==> src/rtl/rand_pkg.sv <==
// Shared types and constants for the random-draw controller and its datapath.
package rand_pkg;

  localparam int LFSR_W = 6;
  localparam int RES_W  = 2;
  localparam int CNT3_W = 3;

  // The all-zero LFSR state locks up, so a zero seed request is replaced with this.
  localparam logic [LFSR_W-1:0] DEFAULT_SEED = 6'b000001;

  typedef enum logic [2:0] {
    IDLE,
    LOAD,
    STEP,
    EMIT,
    DONE
  } state_t;

endpackage

==> src/rtl/rand_dp.sv <==
// 6-bit LFSR datapath: load, plain shift, or xor-step (x^6+x^5+1), with a 3-bit step counter.
module rand_dp (
  input  logic                       clk,
  input  logic                       rst,
  input  logic                       load,
  input  logic                       shift_en,
  input  logic                       xor_en,
  input  logic [rand_pkg::LFSR_W-1:0] data_in,
  output logic [rand_pkg::RES_W-1:0]  result,
  output logic [rand_pkg::CNT3_W-1:0] count
);
  import rand_pkg::*;

  logic [LFSR_W-1:0] s;

  assign result = s[LFSR_W-1:LFSR_W-RES_W];

  // xor_en takes priority over shift_en when both are asserted
  always_ff @(posedge clk or negedge rst) begin
    if (!rst) begin
      s     <= '0;
      count <= '0;
    end else if (load) begin
      s     <= data_in;
      count <= '0;
    end else if (xor_en) begin
      s     <= {s[LFSR_W-2:0], s[5] ^ s[4]};
      count <= count + CNT3_W'(1);
    end else if (shift_en) begin
      s     <= {s[LFSR_W-2:0], 1'b0};
      count <= count + CNT3_W'(1);
    end
  end

endmodule

==> src/rtl/rand_step_cnt.sv <==
// Loadable down-counter with zero flag; used for step counting and draw counting.
module rand_step_cnt #(
  parameter int W = 3
) (
  input  logic         clk,
  input  logic         rst,
  input  logic         load,
  input  logic [W-1:0] load_val,
  input  logic         dec,
  output logic [W-1:0] count,
  output logic         zero
);

  assign zero = (count == '0);

  always_ff @(posedge clk or negedge rst) begin
    if (!rst) begin
      count <= '0;
    end else if (load) begin
      count <= load_val;
    end else if (dec && !zero) begin
      count <= count - W'(1);
    end
  end

endmodule

==> src/rtl/rand_top.sv <==
// Controller plus LFSR datapath, wired together as a single verification target.
module rand_top #(
  parameter int DRAW_STEPS = 2,
  parameter int CNT_W      = 8
) (
  input  logic                        clk,
  input  logic                        rst,
  input  logic                        start,
  input  logic [rand_pkg::LFSR_W-1:0] seed,
  input  logic [CNT_W-1:0]            num_draws,
  input  logic                        out_ready,
`ifdef RAND_CTRL_ABORT_EN
  input  logic                        abort,
`endif
  output logic                        rnd_valid,
  output logic [rand_pkg::RES_W-1:0]  rnd_data,
  output logic                        busy,
  output logic                        done
);
  import rand_pkg::*;

  logic              dp_load, dp_shift_en, dp_xor_en;
  logic [LFSR_W-1:0] dp_data;
  logic [RES_W-1:0]  dp_result;
  logic [CNT3_W-1:0] dp_count;

  rand_ctrl #(.DRAW_STEPS(DRAW_STEPS), .CNT_W(CNT_W)) u_ctrl (
    .clk         (clk),
    .rst         (rst),
    .start       (start),
    .seed        (seed),
    .num_draws   (num_draws),
    .out_ready   (out_ready),
`ifdef RAND_CTRL_ABORT_EN
    .abort       (abort),
`endif
    .dp_result   (dp_result),
    .dp_count    (dp_count),
    .dp_load     (dp_load),
    .dp_shift_en (dp_shift_en),
    .dp_xor_en   (dp_xor_en),
    .dp_data     (dp_data),
    .rnd_valid   (rnd_valid),
    .rnd_data    (rnd_data),
    .busy        (busy),
    .done        (done)
  );

  rand_dp u_dp (
    .clk      (clk),
    .rst      (rst),
    .load     (dp_load),
    .shift_en (dp_shift_en),
    .xor_en   (dp_xor_en),
    .data_in  (dp_data),
    .result   (dp_result),
    .count    (dp_count)
  );

endmodule

==> src/rtl/rand_ctrl.sv <==
// Sequencer for the LFSR datapath: seeds it, steps it DRAW_STEPS times per draw and
// hands out 2-bit draws over valid/ready. Optional abort input under RAND_CTRL_ABORT_EN.
//
//   state | meaning
//   IDLE  | waiting for start
//   LOAD  | seed pushed into datapath
//   STEP  | datapath xor-stepping, DRAW_STEPS cycles
//   EMIT  | draw presented, waiting for out_ready
//   DONE  | one-cycle done pulse
module rand_ctrl #(
  parameter int                             DRAW_STEPS   = 2,
  parameter int                             CNT_W        = 8,
  parameter logic [rand_pkg::LFSR_W-1:0]    DEFAULT_SEED = rand_pkg::DEFAULT_SEED
) (
  input  logic                        clk,
  input  logic                        rst,
  input  logic                        start,
  input  logic [rand_pkg::LFSR_W-1:0] seed,
  input  logic [CNT_W-1:0]            num_draws,
  input  logic                        out_ready,
`ifdef RAND_CTRL_ABORT_EN
  input  logic                        abort,
`endif
  input  logic [rand_pkg::RES_W-1:0]  dp_result,
  input  logic [rand_pkg::CNT3_W-1:0] dp_count,
  output logic                        dp_load,
  output logic                        dp_shift_en,
  output logic                        dp_xor_en,
  output logic [rand_pkg::LFSR_W-1:0] dp_data,
  output logic                        rnd_valid,
  output logic [rand_pkg::RES_W-1:0]  rnd_data,
  output logic                        busy,
  output logic                        done
);
  import rand_pkg::*;

  localparam logic [CNT3_W-1:0] STEP_INIT = CNT3_W'(DRAW_STEPS - 1);

  state_t            state, nxt;
  logic [LFSR_W-1:0] seed_q, seed_eff;
  logic              step_load, step_dec, step_zero;
  logic [CNT3_W-1:0] step_val, step_cnt;
  logic              draw_load, draw_dec, draw_last;
  logic [CNT_W-1:0]  draw_cnt;
  logic              hs, abort_hit;
  logic              unused_diag;

`ifdef RAND_CTRL_ABORT_EN
  assign abort_hit = abort;
`else
  assign abort_hit = 1'b0;
`endif

  // dp_count is purely a diagnostic observation point for the checker
  assign unused_diag = ^dp_count;

  assign seed_eff = (seed == '0) ? DEFAULT_SEED : seed;
  assign hs       = (state == EMIT) && out_ready;
  assign dp_data  = dp_load ? seed_q : '0;
  assign rnd_data = rnd_valid ? dp_result : '0;

  rand_step_cnt #(.W(CNT3_W)) u_step_cnt (
    .clk      (clk),
    .rst      (rst),
    .load     (step_load),
    .load_val (step_val),
    .dec      (step_dec),
    .count    (step_cnt),
    .zero     (step_zero)
  );

  // Holds draws remaining minus one, so its zero flag marks the final draw.
  rand_step_cnt #(.W(CNT_W)) u_draw_cnt (
    .clk      (clk),
    .rst      (rst),
    .load     (draw_load),
    .load_val (num_draws - CNT_W'(1)),
    .dec      (draw_dec),
    .count    (draw_cnt),
    .zero     (draw_last)
  );

  always_comb begin
    nxt       = state;
    step_load = 1'b0;
    step_val  = '0;
    step_dec  = 1'b0;
    draw_load = 1'b0;
    draw_dec  = 1'b0;
    case (state)
      IDLE: begin
        if (start) begin
          if (num_draws != '0) begin
            nxt       = LOAD;
            draw_load = 1'b1;
            step_load = 1'b1;
          end else begin
            nxt = DONE;
          end
        end
      end
      LOAD: begin
        nxt       = STEP;
        step_load = 1'b1;
        step_val  = STEP_INIT;
      end
      STEP: begin
        if (step_zero) nxt = EMIT;
        else           step_dec = 1'b1;
      end
      EMIT: begin
        if (hs) begin
          draw_dec = 1'b1;
          if (draw_last) begin
            nxt = DONE;
          end else begin
            nxt       = STEP;
            step_load = 1'b1;
            step_val  = STEP_INIT;
          end
        end
      end
      DONE:    nxt = IDLE;
      default: nxt = IDLE;
    endcase
    if (abort_hit && (state == LOAD || state == STEP || state == EMIT)) nxt = DONE;
  end

  // Outputs are registered from the next state so they are clean Moore decodes.
  always_ff @(posedge clk or negedge rst) begin
    if (!rst) begin
      state       <= IDLE;
      seed_q      <= '0;
      dp_load     <= 1'b0;
      dp_shift_en <= 1'b0;
      dp_xor_en   <= 1'b0;
      rnd_valid   <= 1'b0;
      busy        <= 1'b0;
      done        <= 1'b0;
    end else begin
      state       <= nxt;
      if (draw_load) seed_q <= seed_eff;
      dp_load     <= (nxt == LOAD);
      dp_shift_en <= (nxt == STEP);
      dp_xor_en   <= (nxt == STEP);
      rnd_valid   <= (nxt == EMIT);
      busy        <= (nxt != IDLE);
      done        <= (nxt == DONE);
    end
  end

endmodule

==> config.mk <==
export PLATFORM = sky130hd
export DESIGN_NAME = rand_top
export DESIGN_NICKNAME = d
export VERILOG_FILES = /design/src/rtl/rand_pkg.sv /design/src/rtl/rand_dp.sv /design/src/rtl/rand_step_cnt.sv /design/src/rtl/rand_top.sv /design/src/rtl/rand_ctrl.sv
export SDC_FILE = /design/constraint.sdc
export NUM_CORES = 1
export LEC_CHECK = 0
export CORE_MARGIN = 4
export CORE_UTILIZATION = 25
export CTS_CLUSTER_SIZE = 28
export DETAILED_ROUTE_END_ITERATION = 8
export PLACE_DENSITY_LB_ADDON = 0.1
export RECOVER_POWER = 25
export SYNTH_ARGS = -nofsm -noshare
export SYNTH_HDL_FRONTEND = slang
export SYNTH_SLANG_ARGS = --single-unit
==> constraint.sdc <==
create_clock -name clk -period 2.8 [get_ports clk]
set_input_delay 0.84 -clock clk [delete_from_list [all_inputs] [get_ports clk]]
set_output_delay 0.84 -clock clk [all_outputs]
set_load 0.05 [all_outputs]
# After elaboration in Yosys (flattened, before gate mapping)
# Cells that the tools add are included.
dict set report totals {
  regBits 31
  elab_cells 62
}
dict set report classes {
  n_addsub 3
  n_eq_ne 7
  muxes 27
  bitwise 1
  reduce_logical 14
}
# operator count
set ops {}
lappend ops {{3-bit two-way mux} 8}
lappend ops {{6-bit two-way mux} 3}
lappend ops {{8-bit two-way mux} 2}
lappend ops {{8-bit by 1-bit subtractor with 8-bit output, second input constant} 2}
lappend ops {{3-bit by 2-bit equality test with 1-bit output, second input constant} 4}
lappend ops {{3-bit case mux with 4 select lines} 1}
lappend ops {{1-bit two-way mux} 10}
lappend ops {{8-bit logical NOT} 1}
lappend ops {{8-bit nonzero test} 1}
lappend ops {{3-bit by 1-bit equality test with 1-bit output, second input constant} 2}
lappend ops {{3-bit logical NOT} 2}
lappend ops {{6-bit logical NOT} 1}
lappend ops {{3-bit case mux with 2 select lines} 1}
lappend ops {{2-bit nonzero test} 3}
lappend ops {{3-bit equality test, second input constant} 1}
lappend ops {{1-bit logical AND} 3}
lappend ops {{1-bit case mux with 3 select lines} 1}
lappend ops {{3-bit nonzero test} 1}
lappend ops {{3-bit by 1-bit subtractor with 3-bit output, second input constant} 1}
lappend ops {{1-bit logical NOT} 2}
lappend ops {{2-bit two-way mux} 1}
lappend ops {{1-bit XOR} 1}

# Depth between registers and ports, before layout
# Gate-level depths: netlist of the first run.
dict set report depth {
  word_depth 7
  depth_mapped 11
}

# Hierarchy
# A second synthesis of the first run with hierarchy kept.
dict set report unflattened {
  cells_unflattened 199
  hier_area_um2 2033.2
}
# mod instances cells_each area_each_um2 seq_area_each_um2
set modules_own_cells {}
lappend modules_own_cells {rand_ctrl 1 76 803.3 350.3}
lappend modules_own_cells {{rand_step_cnt at u_ctrl.u_draw_cnt} 1 58 528.0 200.2}
lappend modules_own_cells {rand_dp 1 46 506.7 225.2}
lappend modules_own_cells {{rand_step_cnt at u_ctrl.u_step_cnt} 1 19 195.2 75.1}

# Worst setup path after synthesis of the first run
# Ideal clock, no wire load.
dict set report synth_path {
  kind {input -> register}
  startpoint {input port start}
  endpoint {register u_ctrl.u_draw_cnt.count[4]}
  setup_ns 0.082
  t_arrival_ns 3.026
  slack_ns -0.308
  cell_stages 10
  path_buffers 2
  cell_sequence {or4b_1 -> buf_2 -> a31o_1 -> buf_4 -> mux2i_1 -> ha_1 -> or3b_2 -> a211oi_1 -> a211oi_1 -> a31oi_1}
}
dict set report synth_via {
  elab_chain_cells 3
  word_cells_on_any_way 4
  classes_between {mux: 3; reduce/logical: 1}
}
# element line_no
set synth_rtl {}
lappend synth_rtl {{start: declaration} rand_top.sv:8} ;# input logic start,
lappend synth_rtl {{1-bit two-way mux *} rand_ctrl.sv:92} ;# if (start) begin
lappend synth_rtl {{1-bit two-way mux *} rand_ctrl.sv:90} ;# case (state)
lappend synth_rtl {{8-bit two-way mux or 2-bit nonzero test (tied branches)} --}
lappend synth_rtl {{end signal: assignment} rand_step_cnt.sv:20} ;# count <= load_val;
lappend synth_rtl {{end signal: assignment} rand_step_cnt.sv:22} ;# count <= count - W'(1);
lappend synth_rtl {{end: declaration} rand_step_cnt.sv:10} ;# output logic [W-1:0] count,
# Every way passes the cells marked *; elsewhere a longest branch is shown, timed or not.
# A chain may end at the register's enable or synchronous reset.

# Worst setup path in the final report of the first run
dict set report layout_path {
  startpoint {input port start}
  endpoint {register u_ctrl.u_draw_cnt.count[6]}
}
# The elaborated chain is that of the path after synthesis.

==> results.toml, run 1 <==
[logic_synthesis]
synth_seq_area_share_pct = 45.7
syn_area_per_cell_um2 = 9.75
syn-cell-area_um2 = 1700
yosys_warnings = 0
synth-main-ff-cell = "dfrtp_1"
synthArstFlopShare_pct = 100
synth_edf_count = 0
synth_nets = 195
yosysUniqueCellTypes = 53
synth-seq-cells = 31
synthCells = 174

[global_route]
grt_max_degree = 32
antenna_found_initial = 0
grt.overflow.total = 0
grt_pass1_vias = 1570
grt_pass1_wl_um = 7490
grt_usage_pct = 11.2

[floorplanning]
core_um2 = 6460
die_area_um2 = 8170
dieWidth_um = 90.4
die_h_um = 90.4
rows = 29
start_util_pct = 26.3
io_pins = 23

[routing]
drc_errors = 0
vias = 1469
wl_per_cell_um = 14.1
vias_per_cell = 4.86
drt_pass1_iterations = 4
routed_wl_um = 4270
ant_nets = 0
drt_iter0_markers = 48

[sta]
max_freq_mhz = 379
min_period_ns = 2.64
slew_headroom_pct = 46.7
slew_viol_final = 0
skew_ns = 0.00829
finalSetupViolations = 0
min_period_over_period_pct = 94.4
tightest_slew_ns = 0.800
grt_setup_unrepaired = "no"
hold_viol = 0

[outcome]
status = "finished clean"

[setup_path]
reg2regPathDepth = 9
r2r-end = "u_ctrl.u_draw_cnt.count[6]$_DFFE_PN0P_"
rrSetupSlack_ns = 0.30
path_class = "input port to register"
cp_max_fo = 4
worst_ep_arrival_time_ns = 2.87
crit_required_ns = 3.03
endpoint_kind = "register"
r2r_start = "u_ctrl.state[2]$_DFF_PN0_"
startpoint_type = "input port"

[job]
maxCapViolations = 0

[clock_network]
cts_tree = "built"
cts_buffers = 5
cts.clk_slew.worst_paths_ns = 0.07
hold_buffers = 0
clk_path_buf_depth = 2
root_buffer = "clkbuf_8"
cts.sinks = 31
clock_latency_ns = 0.28
h-tree-depth = 2

[layout]
nets = 245
drive_above_1_share_pct = 24.0
fillers = 669
final-instance-count-excl-fill = 302
area_growth_pct = 39.7
n_antenna_cell = 0
final_area_um2 = 2370

[min_path]
holdPathEnd = "u_ctrl.seed_q[4]$_DFFE_PN0N_"
hold_class = "register to register"
worstHoldPathCells = 2
hold_start = "u_ctrl.seed_q[4]$_DFFE_PN0N_"

[power]
p_leak_uw = 0.00109
vdd_ir_drop_max_v = 0.000394
p_per_area_nw_per_um2 = 884

[placement]
postPlaceCellArea_um2 = 2190
hpwl_um = 3160
portBuffers = 22
dp.cells = 290
gp_congestion = 0.856
## synth_stat cells, drive strengths merged (2+ instances only)
cell	number	area, um2
o21ai	14	70.1
inv	3	11.3
xor2	2	17.5
nor3b	3	22.5
or3	2	12.5
o311a	2	20.0
mux2i	9	90.1
clkbuf	3	11.3
o31ai	2	28.8
xnor2	3	26.3
nand2	30	113
dfrtp	31	776
nand3	4	20.0
or4	2	18.8
a211o	2	17.5
nand2b	3	18.8
o22ai	2	12.5
nor2	7	26.3
a21oi	3	15.0
nor3	7	40.0
and2	3	18.8
ha	3	37.5
a211oi	3	22.5
buf	8	51.3
## routing by layer
metal  vias to the layer above  track usage (%)  routed length (um)
met2                        29             18.1                2010
met3                         6             3.08                 180
met4                         0             4.85                  58
met5                         -                0                   0
met1                       705             14.1                2020
li1                        729                -                   -
## cells in the final DEF (no fill, tap or decap), drive strengths merged, types with 4 or more instances in the layout
cell           Yosys  layout
buf                8      31
o21ai             14      14
clkdlybuf4s50      0      14
clkbuf             3       8
nor2               7       7
dlymetal6s2s       0       6
nor3               7       7
nand3              4       4
mux2i              9       9
dfrtp             31      31
nand2             30      30
## critical path, cell delays in order
cell and delay (ns):
clkbuf_2 0.10, or4b_4 0.48, a31o_4 0.25, mux2i_1 0.16
ha_2 0.21, buf_4 0.11, buf_4 0.11, o21ai_1 0.08
a2111oi_1 0.32, o311a_1 0.21
## cell type report
cell class	instances	area [um2]	share of cell area [%]
Multi-Input combinational cell	129	888	37.5
Inverter	3	11.3	0.475
Clock inverter	2	35.0	1.48
Sequential cell	31	776	32.7
Clock buffer	6	82.6	3.48
Timing Repair Buffer	54	480	20.3
Tap cell	77	96.3	4.07
## logic make-up after synthesis
kind of cell             count (synthesis)  synth area share (%)
XOR/XNOR                                 5                  2.58
flip-flops                              31                  45.7
AND/OR/NAND/NOR                         69                  21.1
adder cells (fa/ha/maj)                  3                  2.21
buffers and inverters                   14                  4.35
multiplexers                            10                  5.97
AO/OA/AOI/OAI                           42                  18.1
## how the worst max path moves through the flow
stage,from,to,slack (ns)
floorplan,start,u_ctrl.u_draw_cnt.count[4]$_DFFE_PN0P_,-0.14
CTS,num_draws[5],u_ctrl.u_draw_cnt.count[4]$_DFFE_PN0P_,0.01
global placement,start,u_ctrl.u_draw_cnt.count[4]$_DFFE_PN0P_,-0.49
detailed placement,start,u_ctrl.u_draw_cnt.count[4]$_DFFE_PN0P_,-0.54
global route,num_draws[4],u_ctrl.u_draw_cnt.count[6]$_DFFE_PN0P_,0.03
finish,start,u_ctrl.u_draw_cnt.count[6]$_DFFE_PN0P_,0.16
## registers in the layout (all words and copies together), names as in the netlist
register / count
u_ctrl.rnd_valid: 1
u_dp.s: 6
u_ctrl.dp_load: 1
u_ctrl.seed_q: 6
u_ctrl.done: 1
u_ctrl.busy: 1
u_ctrl.dp_shift_en: 1
u_ctrl.state: 3
u_ctrl.u_step_cnt.count: 3
u_ctrl.u_draw_cnt.count: 8
## power breakdown
| group | switching [uW] | total [uW] | leakage [uW] | internal (uW) |
|---|---|---|---|---|
| clock network | 178 | 466 | 0.0000612 | 288 |
| logic | 394 | 832 | 0.000656 | 439 |
| registers | 160 | 796 | 0.000372 | 636 |
## stage by stage
step | TNS (ns) | utilization (%) | power [uW] | worst slack (ns) | hold slack (ns)
floorplan | -0.138 | - | 1320 | -0.138 | 0.446
global placement | -1.76 | 33.9 | 1570 | -0.492 | 0.466
detailed placement | -2.09 | 33.9 | 1590 | -0.540 | 0.466
CTS | 0 | 36.3 | 2110 | 0.0114 | 0.485
global route | 0 | 36.7 | 2260 | 0.0337 | 0.509
finish | 0 | 36.7 | 2090 | 0.158 | 0.477
## what timing repair did
item | CTS | global route
setup endpoints to repair | 3 | 3
buffers inserted | 3 | 1
gates resized for setup | 4 | 11
pin swaps | 2 | 6
Power figures use the tool's default switching activity.
==> inputs of run 2 (changes only) <==
==> constraint.sdc (replaced) <==
create_clock -name clk -period 3.1 [get_ports clk]
set_input_delay 0.93 -clock clk [delete_from_list [all_inputs] [get_ports clk]]
set_output_delay 0.93 -clock clk [all_outputs]
set_load 0.05 [all_outputs]
==> results.toml, run 2 (same netlist as run 1, synthesis figures left out) <==
[sta]
finalSetupViolations = 0
hold_ws_ns = 0.487
max_freq_mhz = 347
min_period_ns = 2.88
setup_ws_ns = 0.221
hold_viol = 0
slew_headroom_pct = 47.0
tightest_slew_ns = 0.796
grt_setup_unrepaired = "no"
min_period_over_period_pct = 92.9
slew_viol_final = 0
skew_ns = 0.00565

[outcome]
status = "finished clean"

[clock_network]
cts_tree = "built"
clk_path_buf_depth = 2
cts_buffers = 5
cts.clk_slew.worst_paths_ns = 0.07
h-tree-depth = 2
cts.sinks = 31
root_buffer = "clkbuf_8"
clock_latency_ns = 0.28

[floorplanning]
dieWidth_um = 90.4
die_h_um = 90.4
die_area_um2 = 8170
start_util_pct = 26.3
rows = 29
io_pins = 23
core_um2 = 6460

[routing]
drt_pass1_iterations = 4
drt_iter0_markers = 59
ant_nets = 0
wl_per_cell_um = 14.1
vias_per_cell = 4.90
vias = 1422
drc_errors = 0
routed_wl_um = 4100

[global_route]
grt_pass1_wl_um = 6970
grt.overflow.total = 0
grt_max_degree = 32
grt_pass1_vias = 1417
antenna_found_initial = 0
grt_usage_pct = 10.6

[setup_path]
cpPeakStageDelay_ns = 0.44
reg2regPathDepth = 8
worst_ep_arrival_time_ns = 3.08
crit_buf_inv = 1
crit_chain = "clkdlybuf4s50_1 -> nor3_2 -> a31o_4 -> mux2i_1 -> ha_2 -> or3b_4 -> a211oi_2 -> a211oi_1 -> a31oi_1"
cp_top_family = "simple AND/OR/NAND/NOR gates"
crit_required_ns = 3.30
slowest_stage = "clkdlybuf4s50_1"
startpoint_type = "input port"
endpoint_kind = "register"
crit_path_start = "num_draws[5]"
r2r_start = "u_ctrl.state[0]$_DFF_PN0_"
cp.depth = 9
cp_max_fo = 4
path_class = "input port to register"

[placement]
gp_congestion = 0.807
portBuffers = 22
hpwl_um = 3080
postPlaceCellArea_um2 = 2110
place_ws_ns = -0.364

[power]
p_per_area_nw_per_um2 = 796
vdd_ir_drop_max_v = 0.000250
power_uw = 1780
p_leak_uw = 0.000972

[layout]
nets = 233
largest_reg_flops = 8
area_growth_pct = 32.2
layout_commonest_cell = "dfrtp_1"
largest_registers = "u_ctrl.u_draw_cnt.count (8), u_ctrl.seed_q (6), u_dp.s (6)"
layout_common_cells = "dfrtp_1 (31), nand2_1 (30), clkdlybuf4s50_1 (20)"
top_register = "u_ctrl.u_draw_cnt.count"
final_area_um2 = 2240
drive_above_1_share_pct = 18.3
n_antenna_cell = 0
final_core_util_pct = 34.7

[min_path]
hold_class = "register to register"
hold_start = "u_ctrl.seed_q[4]$_DFFE_PN0N_"
worstHoldPathCells = 2

[job]
maxCapViolations = 0
-- run 2: worst paths after layout --
| kind | to | slack, ns |
|---|---|---|
| min in group asynchronous | u_ctrl.u_draw_cnt.count[5]$_DFFE_PN0P_ | 1.27 |
| setup / recovery | u_ctrl.u_draw_cnt.count[4]$_DFFE_PN0P_ | 0.22 |
| setup reg to reg | u_ctrl.u_draw_cnt.count[4]$_DFFE_PN0P_ | 0.56 |
| hold reg to reg | u_ctrl.seed_q[4]$_DFFE_PN0N_ | 0.49 |
| hold / removal | u_ctrl.seed_q[4]$_DFFE_PN0N_ | 0.49 |
| max in group asynchronous | u_ctrl.seed_q[5]$_DFFE_PN0N_ | 1.32 |
-- run 2: routing by layer --
layer / part of all wire (%) / global-route usage [%] / wire (um)
met1: 50 / 14.3 / 2060
met2: 44 / 16.0 / 1820
met3: 4.8 / 3.33 / 196
met4: 0.56 / 3.44 / 23
met5: 0 / 0 / 0
-- run 2: area by class of cell --
cell class | instances | area (um2)
fill | 674 | 4220
multi-input combinational | 129 | 875
sequential | 31 | 776
timing repair buffer | 42 | 367
tap | 77 | 96.3
clock buffer | 6 | 82.6
clock inverter | 2 | 35.0
inverter | 3 | 11.3
-- run 2: report_power, final --
group | switching [uW] | internal (uW)
sequential | 154 | 575
clock | 150 | 260
combinational | 321 | 324
-- run 2: stage by stage --
| stage | setup TNS, ns | std cells |
|---|---|---|
| after global placement | -0.790 | 282 |
| after detailed placement | -0.890 | 282 |
| after floorplan | 0 | 174 |
| after global routing | 0 | 290 |
| after CTS | 0 | 290 |
| final | 0 | 290 |
-- run 2: worst register-to-register path: stages (launching register included) --
cell	delay, ns
dfrtp_1	0.47
or4b_4	0.59
a31o_4	0.25
mux2i_1	0.16
ha_2	0.21
or3b_4	0.38
a211oi_2	0.20
a211oi_1	0.07
a31oi_1	0.14
-- run 2: what timing repair did --
action,4_1_cts,5_1_grt
resized for setup,3,1
setup buffers,0,0
hold buffers,0,0
setup endpoints to repair,2,1
pin swaps,1,0
cloned,0,0
